===== src/rtl/pipe_stage_reg_pkg.sv =====
// Shared definitions for pipeline boundary registers: stall levels, action
// encodings and the bit layout of the default MEM/WB payload.
package pipe_stage_reg_pkg;

  localparam logic STOP   = 1'b1;
  localparam logic NOSTOP = 1'b0;

  localparam logic [1:0] ST_LOAD   = 2'b00;
  localparam logic [1:0] ST_HOLD   = 2'b01;
  localparam logic [1:0] ST_BUBBLE = 2'b10;
  localparam logic [1:0] ST_FLUSH  = 2'b11;

  // Default payload layout, LSB first; bits above WD_MSB are spare.
  localparam int DEFAULT_DATA_W  = 71;
  localparam int LLBIT_VALUE_BIT = 0;
  localparam int LLBIT_WE_BIT    = 1;
  localparam int WHILO_BIT       = 2;
  localparam int WDATA_LSB       = 3;
  localparam int WDATA_MSB       = 34;
  localparam int WREG_BIT        = 35;
  localparam int WD_LSB          = 36;
  localparam int WD_MSB          = 40;
  localparam int HILO_DATA_W     = 64;

endpackage


===== src/rtl/pipe_stage_reg_sat_counter.sv =====
// Saturating up-counter with synchronous clear; clear beats increment.
module sat_counter
  import pipe_stage_reg_pkg::*;
#(
  parameter int CNT_W = 16
) (
  input  logic             clk,
  input  logic             rst,
  input  logic             inc,
  input  logic             clr,
  output logic [CNT_W-1:0] cnt
);

  always_ff @(posedge clk or posedge rst) begin
    if (rst) begin
      cnt <= '0;
    end else if (clr) begin
      cnt <= '0;
    end else if (inc && (cnt != '1)) begin
      cnt <= cnt + 1'b1;
    end
  end

endmodule


===== src/rtl/pipe_stage_reg.sv =====
// Pipeline boundary register with flush/bubble/hold control driven by the
// ctrl stall vector, plus hold and bubble performance counters.
module pipe_stage_reg
  import pipe_stage_reg_pkg::*;
#(
  parameter int DATA_W  = DEFAULT_DATA_W,
  parameter int STALL_W = 6,
  parameter int STAGE   = 4,
  parameter int CNT_W   = 16
) (
  input  logic               clk,
  input  logic               rst,
  input  logic [STALL_W-1:0] stall,
  input  logic               flush,
  input  logic               in_valid,
  input  logic [DATA_W-1:0]  in_data,
  input  logic               cnt_clr,
  output logic               out_valid,
  output logic [DATA_W-1:0]  out_data,
  output logic [1:0]         out_state,
  output logic [CNT_W-1:0]   stall_cnt,
  output logic [CNT_W-1:0]   bubble_cnt
);

  if ((STAGE < 0) || (STAGE >= STALL_W)) begin : g_bad_stage
    $error("pipe_stage_reg: STAGE=%0d outside 0..%0d", STAGE, STALL_W - 1);
  end

  logic own_stop;
  logic down_stop;
  logic unused_stall;
  logic [1:0] action;

  assign own_stop     = stall[STAGE];
  assign unused_stall = ^stall;

  // The last stage has nobody downstream to wait on.
  if (STAGE < STALL_W - 1) begin : g_down
    assign down_stop = stall[STAGE+1];
  end else begin : g_last
    assign down_stop = NOSTOP;
  end

  always_comb begin
    action = ST_HOLD;
    if (flush) begin
      action = ST_FLUSH;
    end else if ((own_stop == STOP) && (down_stop == NOSTOP)) begin
      action = ST_BUBBLE;
    end else if (own_stop == NOSTOP) begin
      action = ST_LOAD;
    end
  end

  always_ff @(posedge clk or posedge rst) begin
    if (rst) begin
      out_valid <= 1'b0;
      out_data  <= '0;
      out_state <= ST_BUBBLE;
    end else begin
      out_state <= action;
      case (action)
        ST_LOAD: begin
          out_valid <= in_valid;
          out_data  <= in_data;
        end
        ST_BUBBLE, ST_FLUSH: begin
          out_valid <= 1'b0;
          out_data  <= '0;
        end
        default: ;
      endcase
    end
  end

  sat_counter #(.CNT_W(CNT_W)) u_stall_cnt (
    .clk (clk),
    .rst (rst),
    .inc (action == ST_HOLD),
    .clr (cnt_clr),
    .cnt (stall_cnt)
  );

  sat_counter #(.CNT_W(CNT_W)) u_bubble_cnt (
    .clk (clk),
    .rst (rst),
    .inc ((action == ST_BUBBLE) || (action == ST_FLUSH)),
    .clr (cnt_clr),
    .cnt (bubble_cnt)
  );

endmodule

===== config.mk =====
export PLATFORM = sky130hd
export DESIGN_NAME = pipe_stage_reg
export DESIGN_NICKNAME = d
export VERILOG_FILES = /design/src/rtl/pipe_stage_reg_pkg.sv /design/src/rtl/pipe_stage_reg_sat_counter.sv /design/src/rtl/pipe_stage_reg.sv
export SDC_FILE = /design/constraint.sdc
export NUM_CORES = 1
export LEC_CHECK = 0
export CAP_MARGIN = 25
export CORE_MARGIN = 2
export CORE_UTILIZATION = 44
export CTS_BUF_LIST = sky130_fd_sc_hd__clkbuf_2
export DETAILED_ROUTE_END_ITERATION = 10
export PLACE_DENSITY = 0.79
export SETUP_SLACK_MARGIN = 0.05
export SKIP_CTS_REPAIR_TIMING = 1
export SYNTH_ARGS = -nofsm -noshare
export SYNTH_HDL_FRONTEND = slang
export SYNTH_SLANG_ARGS = --single-unit
export TNS_END_PERCENT = 30

===== constraint.sdc =====
create_clock -name clk -period 5 [get_ports clk]
set_input_delay 1 -clock clk [delete_from_list [all_inputs] [get_ports clk]]
set_output_delay 1 -clock clk [all_outputs]
set_load 0.1 [all_outputs]

==> run summary <==
TIMING
--------------------------------------------------------------------------------------------------------
Unrepaired setup endpoints after global routing ...........................................        false
TNS Setup .................................................................................         0 ps
Timing-limited maximum frequency ..........................................................    0.299 GHz
Max-slew violations .......................................................................            0
Final period demand of the worst path .....................................................      3340 ps
Part of the cycle the worst path needs ....................................................        66.8%
Transition time at the pin with the least slew margin .....................................      1030 ps
Setup Viol. Count Final ...................................................................            0
Hold Fails Final Rpt ......................................................................            0
Worst hold slack across all endpoints .....................................................       541 ps
Worst setup skew after layout .............................................................      42.2 ps
Worst slew slack as a fraction of its limit ...............................................        30.8%

DRT
--------------------------------------------------------------------------------------------------------
Detailed-router iteration count before antenna repair .....................................            5
Vias per cell .............................................................................         5.63
Violation count after the first detailed-routing iteration ................................          157
Remaining routing DRC violations ..........................................................            0
Routed wire length ........................................................................     12100 µm
Post-detailed-route count of antenna-violating nets .......................................            0
WL/cell ...................................................................................      17.8 µm
Overall via count from detail_route .......................................................         3839

POWER AND IR DROP
--------------------------------------------------------------------------------------------------------
Peak supply drop ..........................................................................     0.163 mV
Switching Share ...........................................................................        34.9%
Share of power burned in the clock network ................................................        22.9%
P_sw ......................................................................................   0.000611 W
P per Cell Area ...........................................................................   267 mW/mm²
Sequential Power Share ....................................................................        52.0%
Power, Total ..............................................................................    0.00175 W
Combinational Power Share .................................................................        25.1%
Static leakage ............................................................................      2.86 nW
P_int .....................................................................................    0.00114 W

GRT
--------------------------------------------------------------------------------------------------------
Congestion Overflow GR ....................................................................            0
Overall routing resource usage ............................................................        22.5%
Pin count of the biggest net entering global routing ......................................           57
Number of antenna violations at the first check in global routing .........................            0
Global-route wire length before repair ....................................................     19900 µm
Number of global-route vias before repair .................................................         3907

SETUP PATH
--------------------------------------------------------------------------------------------------------
Chain of cells forming the critical path .................................................. clkdlybuf4s50_1
Arrival time of data at the critical path endpoint ........................................      2340 ps
Cell type group with the largest total delay on the critical path ......................... buffers and inverters
Crit path capture type .................................................................... primary output
Capturing element of the worst setup path ................................................. bubble_cnt[4]
Startpoint kind of the worst setup timing path ............................................    flip-flop
Count of cells along the worst register-to-register path ..................................            5
Critical path depth in cells ..............................................................            1
Highest cell delay on the worst timing path ...............................................      1190 ps
Worst reg2reg path endpoint ............................................................... u_bubble_cnt.cnt[6]
Number of buffers and inverters on the critical path ......................................            1
Beginning of the worst register-to-register path .......................................... u_bubble_cnt.cnt[0]
Worst path required time ..................................................................      4000 ps
Crit-path slowest cell .................................................................... clkdlybuf4s50_1
Flop2flop setup slack .....................................................................      2900 ps
Highest net fanout along the worst path ...................................................            8
Worst setup path startpoint ............................................................... u_bubble_cnt.cnt[4]
Setup Crit Path Kind ...................................................................... flip-flop to primary output

DIE
--------------------------------------------------------------------------------------------------------
Die Y-Extent ..............................................................................       105 µm
I/O pin cnt ...............................................................................          188
Number of rows created at floorplan .......................................................           36
Die Area ..................................................................................   0.0111 mm²
Die Span X ................................................................................       105 µm
Area of the core ..........................................................................  0.00986 mm²
Starting density of the core ..............................................................        45.8%

PLACEMENT
--------------------------------------------------------------------------------------------------------
Final GP Congestion .......................................................................        0.845
Placed wire-length estimate after detailed placement ......................................      8780 µm
Total of buffers placed on input and output ports .........................................          183
# placed instances ........................................................................          666

CLOCK NETWORK
--------------------------------------------------------------------------------------------------------
Buffer levels on the longest clock path ...................................................            2
Clock Sink Count ..........................................................................          106
Post-CTS clock slew at the launch and capture registers of the worst setup and hold paths .       270 ps
Clk Tree Root Cell ........................................................................     clkbuf_2
CTS tree ..................................................................................         done
Clock buffers created by TritonCTS ........................................................            9
Clock network latency to the later pin of the worst-skew pair .............................       590 ps
H-tree lvl count ..........................................................................            3

MIN PATH
--------------------------------------------------------------------------------------------------------
Hold/Removal Path Class ................................................................... flip-flop to flip-flop
Start point of the worst min-delay path ................................................... out_data[68]

YOSYS
--------------------------------------------------------------------------------------------------------
Dominant combinational cell family by area after synthesis ................................ compound AO/OA/AOI/OAI gates
Register bit total from synthesis .........................................................          106
XOR/XNOR Fraction of Synth Area ...........................................................           0%
Post-synthesis compound-gate area fraction ................................................        21.6%
Number of enable flip-flop cells after synthesis ..........................................            0
Avg Synthesized Cell Area .................................................................     12.2 µm²
Fraction of registers with async set or reset after synthesis .............................         100%
Count of cell types in the netlist ........................................................           48
Sequential share of the synthesized area ..................................................        58.7%
Area share of the largest cell type after synthesis .......................................        58.1%
Gate count after technology mapping .......................................................          371
Syn nets ..................................................................................          455
Portion of netlist area occupied by mux cells .............................................        2.46%
Adder-cell area share of the yosys netlist ................................................       0.554%
Syn Std Cell Area .........................................................................  0.00452 mm²
Predominant post-synthesis flop cell ......................................................      dfrtp_1
Post-Synth Simple-Gate Area ...............................................................        13.4%
Cell types occupying the most area after synthesis ........................................ dfrtp_1 58%, a22o_1 14%, a21oi_1 2.5%
Count of warnings emitted by yosys ........................................................            0
Biggest area consumer among synthesized cells .............................................      dfrtp_1

FINAL LAYOUT
--------------------------------------------------------------------------------------------------------
Layout area overhead ......................................................................        45.0%
Antenna cell count ........................................................................            0
Number of non-filler instances in the completed layout ....................................          682
Net count reported at finish ..............................................................          628
Top library cells by usage in the layout, fill and taps aside ............................. 183 x clkdlybuf4s50_1, 105 x dfrtp_1, 72 x a22o_1
Number of fillers in the final layout .....................................................          744
Fraction of final layout cells with drive strength greater than 1 .........................        5.65%
Most common library cell in the layout ignoring fill and taps ............................. clkdlybuf4s50_1
Final standard cell utilization of the core ...............................................        66.4%

STATUS
--------------------------------------------------------------------------------------------------------
Status .................................................................................... finished clean

JOB
--------------------------------------------------------------------------------------------------------
Max Cap Violations ........................................................................            0

## cell families after synthesis
group	Yosys count
muxes	10
and+or+nand+nor	96
buffers and inverters	32
DFF	106
AOI/OAI and AO/OA	125
adders and majority gates	2
## through the flow
stage / instance area, µm² / setup slack, ps
6_report: 6550 / 1660
5_1_grt: 6550 / 1570
4_1_cts: 6550 / 1630
3_5_place_dp: 6440 / 1870
3_3_place_gp: 6440 / 1900
2_1_floorplan: 4520 / 1210
## power by group through the flow
stage | logic (W) | clock network [W] | registers (W)
floorplan | 0.0000651 | 0 | 0.00115
finish | 0.000439 | 0.000400 | 0.000911
detailed placement | 0.000442 | 0 | 0.000923
global placement | 0.000437 | 0 | 0.000923
CTS | 0.000442 | 0.000410 | 0.000911
global route | 0.000456 | 0.000444 | 0.000915
## layer usage
metal  vias to the layer above  track usage [%]  routed length [µm]
met1                      1866             27.9                4930
met5                         -                0                   0
li1                       1769                -                   -
met4                         0             10.6                 360
met3                        26             6.00                 914
met2                       178             36.6                5920
## synthesized netlist by cell type (all sizes together) (2+ instances only)
library cell	number
nand3b	2
dfrtp	105
buf	11
a21o	2
inv	6
or4	8
a31oi	3
nand2	9
a21oi	23
mux2	9
nor2b	11
nor2	15
nand4	9
and3	5
o31ai	8
o21ai	6
clkbuf	15
nor3	3
o41ai	3
nand3	11
a22o	72
ha	2
or3	7
and4	8
nor4	3
## worst reg2reg max path, stage by stage (launching register included)
cell      delay [ps]
dfrtp_1          510
ha_1             200
nand3_1          170
nor4_4           780
nor2_1           140
a211oi_2         240
## state kept, by name (all words and copies together) (netlist names)
name              flops
out_data             71
u_bubble_cnt.cnt     16
u_stall_cnt.cnt      16
out_state             2
out_valid             1
## area by class of cell
type	count	area [µm²]	area share [%]
clock buffer	10	50.0	0.764
clock inverter	6	63.8	0.974
tap	133	166	2.54
sequential	106	2650	40.5
timing repair buffer	188	1870	28.5
inverter	6	25.0	0.382
multi-input combinational	233	1730	26.3
## how the worst min path moves through the flow
stage	to	slack, ps	cells past startpoint
6_report	out_data[68]	540	1
5_1_grt	out_data[20]	560	1
4_1_cts	out_data[2]	550	1
3_5_place_dp	out_data[2]	490	1
3_3_place_gp	out_data[52]	490	1
2_1_floorplan	u_stall_cnt.cnt[1]	1030	2
(Power assumes the default switching activity.)
